--- config.mk ---
export PLATFORM = sky130hd
export DESIGN_NAME = uart_tx_arbiter
export DESIGN_NICKNAME = d
export VERILOG_FILES = /design/src/rtl/uart_tx_arbiter.sv
export SDC_FILE = /design/constraint.sdc
export NUM_CORES = 1
export LEC_CHECK = 0
export ABC_AREA = 0
export BUFFER_PORTS_ARGS = -buffer_cell sky130_fd_sc_hd__buf_2
export CORE_ASPECT_RATIO = 0.6
export CORE_UTILIZATION = 54
export CTS_CLUSTER_SIZE = 12
export DETAILED_ROUTE_END_ITERATION = 12
export GPL_TIMING_DRIVEN = 0
export HOLD_SLACK_MARGIN = 0.06
export PLACE_DENSITY = 0.85
export SLEW_MARGIN = 20
export SYNTH_ARGS = -nofsm -noshare
export SYNTH_HDL_FRONTEND = slang
export SYNTH_SLANG_ARGS = --single-unit
--- constraint.sdc ---
create_clock -name clk -period 4.9 [get_ports clk]
set_input_delay 0.245 -clock clk [delete_from_list [all_inputs] [get_ports clk]]
set_output_delay 0.245 -clock clk [all_outputs]
set_load 0.01 [all_outputs]
--- src/rtl/uart_tx_arbiter.sv ---
// Round-robin scheduler that shares one UART transmitter between NREQ byte producers.
// It latches one byte per frame, pulses the start input, tracks ready, and recovers from a transmitter that never starts.
module uart_tx_arbiter #(
    parameter int NREQ          = 4,
    parameter int GAP_CYCLES    = 16,
    parameter int START_TIMEOUT = 64
) (
    input  logic                    clk,
    input  logic                    rst,
    input  logic [NREQ-1:0]         req_valid,
    input  logic [8*NREQ-1:0]       req_data,
    output logic [NREQ-1:0]         req_accept,
    output logic                    tx_ctrl,
    output logic [7:0]              tx_byte,
    input  logic                    transmit_ready,
    output logic [$clog2(NREQ)-1:0] grant_id,
    output logic                    busy,
    output logic                    err_timeout,
    output logic [2:0]              dbg_state
);

    localparam int PW = $clog2(NREQ);
    localparam int TW = $clog2(START_TIMEOUT);
    localparam int GW = (GAP_CYCLES > 1) ? $clog2(GAP_CYCLES) : 1;

    localparam logic [TW-1:0] TO_LAST  = TW'(START_TIMEOUT - 2);
    localparam logic [GW-1:0] GAP_LAST = GW'(GAP_CYCLES - 1);
    localparam logic [PW-1:0] PTR_MAX  = PW'(NREQ - 1);
    localparam logic [PW:0]   NREQ_W   = (PW+1)'(NREQ);

    typedef enum logic [2:0] {
        S_IDLE      = 3'd0,
        S_ISSUE     = 3'd1,
        S_WAIT_BUSY = 3'd2,
        S_WAIT_DONE = 3'd3,
        S_GAP       = 3'd4
    } state_t;

    state_t          state_q, state_d;
    logic [PW-1:0]   rr_ptr_q, rr_ptr_d;
    logic [NREQ-1:0] req_accept_q, req_accept_d;
    logic            tx_ctrl_q, tx_ctrl_d;
    logic [7:0]      tx_byte_q, tx_byte_d;
    logic [PW-1:0]   grant_id_q, grant_id_d;
    logic            busy_q, busy_d;
    logic            err_timeout_q, err_timeout_d;
    logic [TW-1:0]   to_cnt_q, to_cnt_d;
    logic [GW-1:0]   gap_cnt_q, gap_cnt_d;
    logic            hi_seen_q, hi_seen_d;

    logic            pick_found;
    logic [PW-1:0]   pick_idx;
    logic [PW-1:0]   pick_cand;
    logic [PW:0]     pick_scan;
    logic            start_frame;

    // Handshake: a requester raises req_valid[i] with req_data[i] stable and holds both
    // until req_accept[i] pulses; that pulse transfers ownership of the byte to the arbiter.

    // First pending requester at or after rr_ptr, wrapping past the highest index.
    always_comb begin
        pick_found = 1'b0;
        pick_idx   = '0;
        pick_scan  = '0;
        pick_cand  = '0;
        for (int k = 0; k < NREQ; k++) begin
            pick_scan = {1'b0, rr_ptr_q} + (PW+1)'(k);
            if (pick_scan >= NREQ_W) begin
                pick_scan = pick_scan - NREQ_W;
            end
            pick_cand = pick_scan[PW-1:0];
            if (!pick_found && req_valid[pick_cand]) begin
                pick_found = 1'b1;
                pick_idx   = pick_cand;
            end
        end
    end

    assign start_frame = transmit_ready && pick_found;

    always_ff @(posedge clk) begin
        if (rst) begin
            state_q       <= S_IDLE;
            rr_ptr_q      <= '0;
            req_accept_q  <= '0;
            tx_ctrl_q     <= 1'b0;
            tx_byte_q     <= '0;
            grant_id_q    <= '0;
            busy_q        <= 1'b0;
            err_timeout_q <= 1'b0;
            to_cnt_q      <= '0;
            gap_cnt_q     <= '0;
            hi_seen_q     <= 1'b0;
        end else begin
            state_q       <= state_d;
            rr_ptr_q      <= rr_ptr_d;
            req_accept_q  <= req_accept_d;
            tx_ctrl_q     <= tx_ctrl_d;
            tx_byte_q     <= tx_byte_d;
            grant_id_q    <= grant_id_d;
            busy_q        <= busy_d;
            err_timeout_q <= err_timeout_d;
            to_cnt_q      <= to_cnt_d;
            gap_cnt_q     <= gap_cnt_d;
            hi_seen_q     <= hi_seen_d;
        end
    end

    always_comb begin
        state_d = state_q;
        case (state_q)
            S_IDLE: begin
                if (start_frame) begin
                    state_d = S_ISSUE;
                end
            end
            S_ISSUE: begin
                state_d = S_WAIT_BUSY;
            end
            S_WAIT_BUSY: begin
                if (!transmit_ready) begin
                    state_d = S_WAIT_DONE;
                end else if (to_cnt_q == TO_LAST) begin
                    state_d = S_GAP;
                end
            end
            S_WAIT_DONE: begin
                if (transmit_ready && hi_seen_q) begin
                    state_d = S_GAP;
                end
            end
            S_GAP: begin
                if (gap_cnt_q == GAP_LAST) begin
                    state_d = S_IDLE;
                end
            end
            default: begin
                state_d = S_IDLE;
            end
        endcase
    end

    always_comb begin
        rr_ptr_d      = rr_ptr_q;
        req_accept_d  = '0;
        tx_ctrl_d     = 1'b0;
        tx_byte_d     = tx_byte_q;
        grant_id_d    = grant_id_q;
        err_timeout_d = 1'b0;
        to_cnt_d      = to_cnt_q;
        gap_cnt_d     = gap_cnt_q;
        hi_seen_d     = hi_seen_q;
        busy_d        = (state_d != S_IDLE);
        case (state_q)
            S_IDLE: begin
                if (start_frame) begin
                    tx_byte_d              = req_data[{pick_idx, 3'b000} +: 8];
                    grant_id_d             = pick_idx;
                    req_accept_d[pick_idx] = 1'b1;
                    tx_ctrl_d              = 1'b1;
                    rr_ptr_d               = (pick_idx == PTR_MAX) ? '0 : pick_idx + 1'b1;
                end
            end
            S_ISSUE: begin
                to_cnt_d = '0;
            end
            S_WAIT_BUSY: begin
                // Abort on the edge where the counter would reach START_TIMEOUT-1.
                if (!transmit_ready) begin
                    hi_seen_d = 1'b0;
                end else if (to_cnt_q == TO_LAST) begin
                    err_timeout_d = 1'b1;
                    gap_cnt_d     = '0;
                end else begin
                    to_cnt_d = to_cnt_q + 1'b1;
                end
            end
            S_WAIT_DONE: begin
                if (!transmit_ready) begin
                    hi_seen_d = 1'b0;
                end else if (hi_seen_q) begin
                    gap_cnt_d = '0;
                end else begin
                    hi_seen_d = 1'b1;
                end
            end
            S_GAP: begin
                gap_cnt_d = gap_cnt_q + 1'b1;
            end
            default: begin
                hi_seen_d = 1'b0;
            end
        endcase
    end

    assign req_accept  = req_accept_q;
    assign tx_ctrl     = tx_ctrl_q;
    assign tx_byte     = tx_byte_q;
    assign grant_id    = grant_id_q;
    assign busy        = busy_q;
    assign err_timeout = err_timeout_q;
    assign dbg_state   = state_q;

    a_accept_onehot: assert property (@(posedge clk) disable iff (rst)
        $onehot0(req_accept));
    a_accept_with_ctrl: assert property (@(posedge clk) disable iff (rst)
        ((req_accept != '0) == tx_ctrl));
    a_ctrl_single: assert property (@(posedge clk) disable iff (rst)
        tx_ctrl |=> !tx_ctrl);
    a_err_single: assert property (@(posedge clk) disable iff (rst)
        err_timeout |=> !err_timeout);

endmodule

======== Yosys cells after proc, flatten, opt, wreduce, memory -nomap -nowiden ========
Cells that the tools add are included.
cells by class
  $add $sub $neg .......................... 10
  magnitude comparators ................... 10
  equal/unequal tests ..................... 13
  shifts and indexed selects .............. 1
  mux-type cells .......................... 42
  bitwise gates (word level) .............. 5
  reduce and logical (&&, ||, !) cells .... 21
operators with widths
  operator                                                    count
  indexed part select 32 x 6 -> 8 bit                         1
  two-way mux 2 bit                                           9
  two-way mux 4 bit                                           4
  less-than comparator 2 x 3 -> 1 bit, second input constant  5
  two-way mux 3 bit                                           5
  one-hot mux 3 bit (5 select lines)                          1
  two-way mux 1 bit                                           13
  two-way mux 6 bit                                           2
  != test 2 bit, second input constant                        6
  one-hot mux 4 bit (3 select lines)                          1
  one-hot mux 6 bit (2 select lines)                          1
  greater-or-equal comparator 3 bit, second input constant    3
  OR reduction 3 bit                                          3
  binary-select mux 1 bit (select 2 bit)                      4
  subtractor 2 x 1 -> 2 bit, second input constant            4
  adder 2 x 2 -> 3 bit, second input constant                 2
  adder 6 x 1 -> 6 bit, second input constant                 1
  equality test 3 x 2 -> 1 bit, second input constant         2
  equality test 6 bit, second input constant                  1
  logical AND 1 bit                                           6
  nonzero test 3 bit                                          2
  inverter 1 bit                                              5
  AND reduction 5 bit                                         1
  adder 4 x 1 -> 4 bit, second input constant                 1
  other kinds (16)                                            19
storage, ports and cells
  register bits ........................... 33
  bits of input ports ..................... 39
  output and inout port bits .............. 20
  word-level logic and storage cells ...... 113

======== Depth between registers and ports, before layout ========
Gate-level depths: netlist (run 1).
  depth after elaboration ................. 18
  depth in mapped cells ................... 9
  gate-level depth less buffers ........... 8

======== Least setup slack after synthesis (run 1) ========
Ideal clock, no wire load.
  path kind ............................... reg2reg
  start point ............................. reg rr_ptr_q[1]
  end point ............................... reg rr_ptr_q[1]
  setup time .............................. 0.086 ns
  data arrival time ....................... 1.540 ns
  required time ........................... 4.814 ns
  setup slack ............................. 3.274 ns
  stages on the path, launching flop included .. 9
  path buffers ............................ 2
  clock period less this slack ............ 1.626 ns
  cell sequence ........................... dfxtp_1 -> a21o_1 -> a21oi_1 -> o22a_1 -> buf_6 -> buf_12 -> inv_2 -> ha_1 -> a211oi_1
on the way
  cells in the longest elaborated chain, start to end .. 16
  elaborated cells between the ends (all ways) .. 42
  those cells by class .................... add/sub (8); order compare (4); eq/ne (1); mux (21); reduce/logical (8)
RTL lines
  element                                                             line  RTL
  from (decl)                                                         40    logic [PW-1:0] rr_ptr_q, rr_ptr_d;
  from (signal assigned)                                              96    rr_ptr_q <= rr_ptr_d;
  branches (longest 13 deep; another with adder 2 x 1 -> 3 bit)       n/a
  two-way mux 2 bit (*)                                               72    if (!pick_found && req_valid[pick_cand]) begin
  via pick_idx[1]                                                     52    logic [PW-1:0] pick_idx;
  adder 2 x 1 -> 2 bit / equality test 2 bit (equally long branches)  161   rr_ptr_d = (pick_idx == PTR_MAX) ? '0 : pick_idx + 1'b1;
  two-way mux 2 bit (*)                                               161
Mark *: on every way through the listed nets, which the timed path passes. The select of a mux whose other input is x is not followed.
A chain may end at the register's enable or synchronous reset.

======== Worst setup path after layout (run 1) ========
Same ends and word-level chain as after synthesis.

==> results.ini, run 1 <==
[floorplanning]
fp.dieW_um=75.8
dieArea_um2=3510
rows=15
start_util_pct=59.1
die_y_um=46.3
io_pins=59
coreArea_um2=2980

[drt]
initialDrtViolationCount=73
wl_per_cell_um=14.1
routed_via_density=5.51
drtAntennaViolNets=0
vias=1632
wl_um=4180
drc=0
drt_pass1_iterations=5

[sta]
setup_viol=0
max_slew.worst_pin.slew_ps=533
fin_crit_ps=1870
rsz0062_at_grt=no
hold_violations=0
slew_headroom_pct=64.5
fin_setup_tns_ps=0
fmax_ghz=0.535
period_share_pct=38.2
finalClockSkew_ps=4.73
drv_slew=0
whs_ps=276

[grt]
grt_pass1_vias=1329
grt_max_degree=12
grt_pass1_wl_um=6360
grt_use_total_pct=25.6
grt_antenna_before_repair=0
overflow=0

[power]
leakage_uw=0.000977
total_power_uw=708
vdd_drop_max_mv=0.213
powerDensity_nw_per_um2=320

[worst_setup_path]
cp_max_fo=11
crit_buf_inv=3
crit_path_start_kind=flop
crit_cells=8
r2r_cells=8
r2r_start=rr_ptr_q[1]$_SDFFE_PP0N_
crit_path_max_incr_delay_ps=380
ff2ff_setup_slack_ps=3030
path_class=reg -> reg
crit_end=rr_ptr_q[1]$_SDFFE_PP0N_
worstPathRequired_ps=5090
crit-reg2reg-capture=rr_ptr_q[1]$_SDFFE_PP0N_
cp_top_family=compound AO/OA/AOI/OAI gates
cp-end-kind=flop
cp.arrival_ps=2060
critical_path.slowest_cell=dfxtp_1
crit_start=rr_ptr_q[1]$_SDFFE_PP0N_
crit_chain=a21o_1 -> a21oi_1 -> o22a_1 -> buf_6 -> buf_12 -> inv_2 -> ha_1 -> a211oi_1

[cts]
cts_hold_buf=0
cts-root-buf=clkbuf_8
htreeDepth=2
cts_resized=0
clk_latency_ps=280
cts.sinks=33
cts_buffers=5
post_cts_buffers=0
clockBufferDepth=2
clk_pin_slew_worst_paths_ps=60
cts_tree=done

[final_layout]
final_core_util_pct=74.0
stdcell_area_um2=2210
finalNetCount=299
area_growth_pct=25.2
drive_gt1_share_pct=33.9
num_antenna_cells=0

[placed_design]
gp_congestion=0.858
placed_area_um2=2110
io_buffers=58
dp_hpwl_um=3210

[synthesis]
synth-simple-area-share_pct=21.1
synth_top_flop_cell=dfxtp_1
async_flop_share_pct=0
yosys_warnings=0
synth_edf_count=0
seq_area_frac_synth_pct=37.4
syn_area_um2=1760
avgSynthCellArea_um2=9.38
synth_cell_types=48
synthAdderAreaFrac_pct=4.96
syn_inst=188
synth_top_family_by_area=simple AND/OR/NAND/NOR gates
synth.mux.area_fraction_pct=10.3
synth_nets=234
synth_seq_cells=33
synth-compound-area-share_pct=19.1
synth_xor_area_share_pct=1.99

[run_status]
status=complete, no violations

[hold_path]
holdCritPathClass=in -> reg
whs_path_depth=3

[job]
max-cap-violations=0

flip-flops by register name (all words and copies together) (netlist names):
name         cells
tx_byte          8
req_accept       4
err_timeout      1
busy             1
rr_ptr_q         2
tx_ctrl          1
hi_seen_q        1
grant_id         2
to_cnt_q         6
dbg_state        3
gap_cnt_q        4
final cells by class:
cell class              instances  area, µm²
multi-input cells             139       1010
fillers                       224        776
flip-flops and latches         33        661
repair buffers                 58        290
clock buffers                   7       96.3
plain buffers                   7       57.6
well taps                      42       52.6
inverters                       9       33.8
clock inverters                 1       5.00
metal layers:
metal | part of all wire, % | global-route usage (%) | up-vias
li1 | - | - | 823
met1 | 53 | 39.6 | 764
met2 | 41 | 32.4 | 40
met3 | 5.5 | 7.44 | 5
met4 | 0.67 | 9.26 | 0
met5 | 0 | 0 | -
Yosys cell counts, types with 2 or more instances:
| master | n | area share [%] |
|---|---|---|
| o21ai_0 | 3 | 0.85 |
| xor2_1 | 4 | 2.0 |
| nand3_1 | 3 | 0.85 |
| nor2_2 | 2 | 0.71 |
| inv_2 | 4 | 0.85 |
| nor4_1 | 2 | 0.71 |
| ha_1 | 7 | 5.0 |
| nand3b_1 | 8 | 3.4 |
| a31oi_1 | 3 | 1.1 |
| buf_4 | 2 | 0.85 |
| a21oi_1 | 20 | 5.7 |
| and2_1 | 5 | 1.8 |
| nand2_1 | 8 | 1.7 |
| nand2b_1 | 3 | 1.1 |
| o21ai_1 | 2 | 0.57 |
| o2111ai_1 | 3 | 1.5 |
| nor2_1 | 14 | 3.0 |
| a211oi_1 | 2 | 0.85 |
| mux2i_1 | 17 | 9.6 |
| dfxtp_1 | 33 | 37 |
| o221ai_1 | 8 | 4.0 |
| inv_1 | 5 | 1.1 |
| a311oi_1 | 3 | 1.5 |
| clkbuf_1 | 2 | 0.43 |
| nand2_2 | 2 | 0.71 |
tightest hold or removal path, stage by stage:
cell      delay [ps]
buf_2             70
mux2i_1           50
o221ai_1         150
how the worst min path moves through the flow:
stage / end / start / slack, ps
after floorplan: tx_ctrl$_SDFF_PP0_ / rst / 350
after global placement: grant_id[1]$_SDFFE_PP0N_ / grant_id[1]$_SDFFE_PP0N_ / 450
after detailed placement: grant_id[1]$_SDFFE_PP0N_ / grant_id[1]$_SDFFE_PP0N_ / 450
after CTS: tx_byte[4]$_SDFFE_PP0N_ / req_data[12] / 270
after global routing: tx_byte[0]$_SDFFE_PP0N_ / req_data[0] / 280
final: tx_byte[0]$_SDFFE_PP0N_ / req_data[0] / 280
placed cells by master (no fill, tap or decap), types with 2 or more instances in the layout:
cell type,synthesis,layout
a211oi_1,2,2
a21oi_1,20,20
a311oi_1,3,3
a31oi_1,3,3
and2_1,5,5
buf_2,0,58
buf_4,2,2
clkbuf_1,2,2
clkbuf_8,0,7
dfxtp_1,33,33
ha_1,7,7
inv_1,5,5
inv_2,4,4
mux2i_1,17,17
nand2_1,8,8
nand2_2,2,2
nand2b_1,3,3
nand3_1,3,3
nand3b_1,8,8
nor2_1,14,14
nor2_2,2,2
nor4_1,2,2
o2111ai_1,3,3
o21ai_0,3,3
o21ai_1,2,2
o221ai_1,8,8
xor2_1,4,4
where the power goes:
part           internal (µW)  switching (µW)
clock                    127            95.2
combinational           81.9             101
sequential               289            13.7
total                    498             210
cell families after synthesis:
| logic type | Yosys count |
|---|---|
| adder cells (fa/ha/maj) | 7 |
| buffers and inverters | 16 |
| XOR/XNOR | 4 |
| AND/OR/NAND/NOR | 60 |
| flip-flops | 33 |
| multiplexers | 18 |
| AO/OA/AOI/OAI | 50 |
per-stage QoR:
step	setup WS (ps)	cells
after floorplan	3270	188
after global placement	3110	288
after detailed placement	3040	288
after CTS	3020	296
after global routing	2940	296
final	3030	296
Note: power is estimated with default switching activity, not from simulation.
==> inputs of run 2 (changes only) <==
--- a/config.mk
+++ b/config.mk
@@ -8,12 +8,12 @@
 export ABC_AREA = 0
 export BUFFER_PORTS_ARGS = -buffer_cell sky130_fd_sc_hd__buf_2
 export CORE_ASPECT_RATIO = 0.6
-export CORE_UTILIZATION = 54
+export CORE_UTILIZATION = 45
 export CTS_CLUSTER_SIZE = 12
 export DETAILED_ROUTE_END_ITERATION = 12
 export GPL_TIMING_DRIVEN = 0
 export HOLD_SLACK_MARGIN = 0.06
-export PLACE_DENSITY = 0.85
+export PLACE_DENSITY = 0.75
 export SLEW_MARGIN = 20
 export SYNTH_ARGS = -nofsm -noshare
 export SYNTH_HDL_FRONTEND = slang
==> constraint.sdc (replaced) <==
create_clock -name clk -period 1.7 [get_ports clk]
set_input_delay 0.085 -clock clk [delete_from_list [all_inputs] [get_ports clk]]
set_output_delay 0.085 -clock clk [all_outputs]
set_load 0.01 [all_outputs]
==> run 2 against run 1 <==
First-iteration DRC count increased by 16%. Count of clock-buffer cells in the layout unchanged. Critical path depth unchanged. Total power increased to 2.9 times the previous value. Maximum frequency increased by 14%. Clock skew about the same. Hold slack got worse by 190 ps. Cell area increased by 4.3%. Global-route usage decreased by 4.1 points. Sequential power increased to 2.9 times the previous value. Die area increased by 19%. Non-clock buffer count increased by 5.
==> results.ini, run 2 (same netlist as run 1, synthesis figures left out) <==
[run_status]
status=complete, no violations

[drt]
drc=0
wl_um=4400
vias=1641
drtAntennaViolNets=0
drt_pass1_iterations=5
wl_per_cell_um=14.4
initialDrtViolationCount=85
routed_via_density=5.38

[grt]
overflow=0
grt_use_met3_pct=5.43
grt_max_degree=12
grt_pass1_vias=1444
grt-busiest-layer=met1
grt_antenna_before_repair=0
grt_pass1_wl_um=7000
grt_use_total_pct=21.5
use_met2_pct=28.0
met1_usage_pct=33.4

[sta]
setup_viol=0
rsz0062_at_grt=yes
slew_headroom_pct=65.3
period_share_pct=96.8
fin_crit_ps=1650
finalClockSkew_ps=4.27
drv_slew=0
fmax_ghz=0.608
fin_setup_tns_ps=0
max_slew.worst_pin.slew_ps=518
hold_violations=0

[final_layout]
drive_gt1_share_pct=38.8
largest_register_ffs=8
final_common_cell=buf_2
finalNetCount=304
stdcell_area_um2=2300
fill_cells=326
mostFrequentLayoutCells=58 x buf_2, 30 x dfxtp_1, 20 x a21oi_1, 17 x mux2i_1, 14 x nor2_1
final_core_util_pct=62.2
area_growth_pct=30.6
num_antenna_cells=0

[cts]
htreeDepth=2
clockBufferDepth=2
cts-root-buf=clkbuf_8
cts_tree=done
cts_hold_buf=0
cts.sinks=33
clk_latency_ps=290
cts_buffers=5
clk_pin_slew_worst_paths_ps=60

[worst_setup_path]
ff2ff_setup_slack_ps=50
critical_path.slowest_cell=dfxtp_4
crit_start=rr_ptr_q[1]$_SDFFE_PP0N_
worstPathRequired_ps=1850
r2r_start=rr_ptr_q[1]$_SDFFE_PP0N_
cp_max_fo=9
crit_chain=a21o_1 -> a21oi_1 -> o22a_1 -> buf_6 -> buf_12 -> buf_4 -> mux2i_1 -> o221ai_1
cp.arrival_ps=1800
crit_path_start_kind=flop
path_class=reg -> reg
crit_path_max_incr_delay_ps=370
cp-end-kind=flop

[hold_path]
holdCritPathClass=in -> reg
hold_start=req_data[12]

[floorplanning]
rows=17
fp.dieW_um=82.8
die_y_um=50.5
dieArea_um2=4180
start_util_pct=47.7
coreArea_um2=3700
io_pins=59

[power]
total_power_uw=2070
leakage_uw=0.00100
vdd_drop_max_mv=0.608
powerDensity_nw_per_um2=898

[job]
max-cap-violations=0

[placed_design]
dp_hpwl_um=3040
placed_area_um2=2110
gp_congestion=0.877
io_buffers=58

[run 2: cell type report]
cell class              instances  area [µm²]  area share [%]
well taps                      47        58.8            2.55
plain buffers                   7        58.8            2.55
multi-input cells             139        1070            46.5
flip-flops and latches         33         667            29.0
repair buffers                 63         328            14.2
inverters                       9        33.8            1.47
clock buffers                   7        86.3            3.75
[run 2: timing repair]
item | in CTS | in global routing
gates resized for setup | 3 | 13
cloned | 0 | 0
pin swaps | 0 | 5
setup endpoints to repair | 8 | 19
buffers inserted | 1 | 4
[run 2: final timing paths]
check	endpoint	cells past startpoint
setup / recovery	tx_byte[7]$_SDFFE_PP0N_	8
hold / removal	tx_byte[4]$_SDFFE_PP0N_	3
setup reg to reg	tx_byte[7]$_SDFFE_PP0N_	8
hold reg to reg	grant_id[1]$_SDFFE_PP0N_	2
[run 2: per-stage QoR]
stage	hold slack (ps)	worst slack [ps]	instances
final	90.2	54.2	305
after global routing	104	-15.1	305
after CTS	88.5	-11.8	301
after detailed placement	399	-89.2	293
after global placement	383	-68.8	293
after floorplan	190	74.2	188
[run 2: critical path, delay by kind of cell, from the launching register on]
family,cells,cell delay (ps)
AOI/OAI and AO/OA,4,570
buffers and inverters,3,380
DFF,1,370
muxes,1,200
[run 2: layer usage]
metal | up-vias | part of all wire, %
li1 | 829 | -
met2 | 45 | 40
met1 | 763 | 54
met5 | - | 0
met3 | 4 | 4.9
met4 | 0 | 0.77
[run 2: power breakdown]
part	total (µW)	internal, µW	switching [µW]
registers	878	836	42.1
clock network	601	321	280
logic	589	274	315
==> inputs of run 3 (changes only) <==
--- a/config.mk
+++ b/config.mk
@@ -14,7 +14,9 @@
 export GPL_TIMING_DRIVEN = 0
 export HOLD_SLACK_MARGIN = 0.06
 export PLACE_DENSITY = 0.75
+export SETUP_SLACK_MARGIN = 0.1
 export SLEW_MARGIN = 20
 export SYNTH_ARGS = -nofsm -noshare
 export SYNTH_HDL_FRONTEND = slang
 export SYNTH_SLANG_ARGS = --single-unit
+export TNS_END_PERCENT = 1
==> run 3 against run 2 <==
Count of clock-buffer cells in the layout stayed put. Hold slack worse by 5.2 ps. Routed wire length is 7.1% higher. Clock skew is 2.5 ps higher. Total power is 7.2% higher. Cell area is 7.1% higher. Combinational power is 15% higher.
==> results.ini, run 3 (same netlist as run 1, synthesis figures left out) <==
[cts]
cts.sinks=33
cts_buffers=5
cts_tree=done
clk_latency_ps=290
clockBufferDepth=2
htreeDepth=2
cts_hold_buf=0
clk_pin_slew_worst_paths_ps=70
cts-root-buf=clkbuf_8

[drt]
routed_via_density=5.55
drt_pass1_iterations=4
wl_um=4710
initialDrtViolationCount=80
drtAntennaViolNets=0
vias=1721
drc=0
wl_per_cell_um=15.2

[floorplanning]
rows=17
die_y_um=50.5
fp.dieW_um=82.8
start_util_pct=47.7
coreArea_um2=3700
io_pins=59
dieArea_um2=4180

[sta]
drv_slew=0
hold_violations=0
setup_viol=0
max_slew.worst_pin.slew_ps=534
fin_crit_ps=1580
period_share_pct=93.1
fin_setup_tns_ps=0
finalClockSkew_ps=6.78
fmax_ghz=0.632
fin_ws_ps=118
rsz0062_at_grt=yes
slew_headroom_pct=64.2

[final_layout]
finalNetCount=308
area_growth_pct=39.9
layoutNonFillerInstCount=310
drive_gt1_share_pct=44.5
final_common_cell=buf_2
largest_register_ffs=8
num_antenna_cells=0
mostFrequentLayoutCells=58 x buf_2, 27 x dfxtp_1, 19 x a21oi_1, 17 x mux2i_1, 14 x nor2_1

[placed_design]
place_ws_ps=-31.8
dp_hpwl_um=3100
place_inst=293
gp_congestion=0.809
io_buffers=58

[power]
leakage_uw=0.00106
vdd_drop_max_mv=0.623
powerDensity_nw_per_um2=898
total_power_uw=2220

[grt]
grt_antenna_before_repair=0
grt_max_degree=11
overflow=0
grt_use_total_pct=22.1
grt_pass1_vias=1471
grt_pass1_wl_um=7130

[worst_setup_path]
crit_end=tx_byte[6]$_SDFFE_PP0N_
worstPathRequired_ps=1870
r2r_start=rr_ptr_q[1]$_SDFFE_PP0N_
cp-end-kind=flop
path_class=reg -> reg
crit_path_start_kind=flop
crit-reg2reg-capture=tx_byte[6]$_SDFFE_PP0N_
cp_max_fo=6
cp.arrival_ps=1760
crit_start=rr_ptr_q[1]$_SDFFE_PP0N_
r2r_cells=7
ff2ff_setup_slack_ps=120

[hold_path]
hold_start=req_data[12]
holdCritPathClass=in -> reg

[run_status]
status=complete, no violations

[job]
max-cap-violations=0

[run 3: changes by cell type in the layout (fill, tap and decap cells not counted), sizes merged]
cell and change:
buf +4, clkinv +1
[run 3: through the flow]
| step | hold WS (ps) | utilization [%] | instance area (µm²) |
|---|---|---|---|
| final | 85.1 | 66.7 | 2470 |
| after global routing | 91.7 | 66.7 | 2470 |
| after detailed placement | 395 | 57.5 | 2130 |
| after CTS | 91.6 | 63.0 | 2330 |
| after global placement | 391 | 57.5 | 2130 |
| after floorplan | 190 | - | 1780 |
[run 3: cell type report]
cell class                      count  area, µm²
Buffer                              7       62.6
Clock buffer                        7       96.3
Clock inverter                      1       5.00
Fill cell                         306       1230
Inverter                            9       38.8
Multi-Input combinational cell    139       1140
Sequential cell                    33        673
Tap cell                           47       58.8
Timing Repair Buffer               67        394
[run 3: power by group]
| group | internal [µW] | switching (µW) | total, µW |
|---|---|---|---|
| Sequential | 836 | 43.9 | 880 |
| Clock | 366 | 295 | 661 |
| Combinational | 326 | 350 | 676 |
[run 3: how the worst min path moves through the flow]
| stage | endpoint | slack (ps) | cells past startpoint |
|---|---|---|---|
| 6_report | tx_byte[4]$_SDFFE_PP0N_ | 90 | 3 |
| 5_1_grt | tx_byte[4]$_SDFFE_PP0N_ | 90 | 3 |
| 4_1_cts | tx_byte[4]$_SDFFE_PP0N_ | 90 | 3 |
| 3_5_place_dp | tx_byte[4]$_SDFFE_PP0N_ | 400 | 3 |
| 3_3_place_gp | tx_byte[4]$_SDFFE_PP0N_ | 390 | 3 |
| 2_1_floorplan | tx_ctrl$_SDFF_PP0_ | 190 | 1 |
[run 3: worst max-delay path: stages (launching register included)]
cell and delay [ps]:
dfxtp_4 370, a21o_1 160, a21oi_2 120, o22a_1 150, buf_6 140, buf_12 140
mux2i_1 250, o221ai_2 130
[run 3: what timing repair did]
| action | in CTS | in global routing |
|---|---|---|
| endpoints found under the hold margin | 0 | 0 |
| gates cloned | 1 | 0 |
| setup endpoints to repair | 22 | 22 |
| buffers inserted | 4 | 4 |
| resized for setup | 8 | 25 |
| pin swaps | 1 | 9 |
[run 3: routing by layer]
metal,global-route usage (%),up-vias,routed length [µm]
met5,0,-,0
met2,31.0,65,2070
met4,8.91,0,136
li1,-,845,-
met1,31.9,798,2190
met3,5.59,13,316
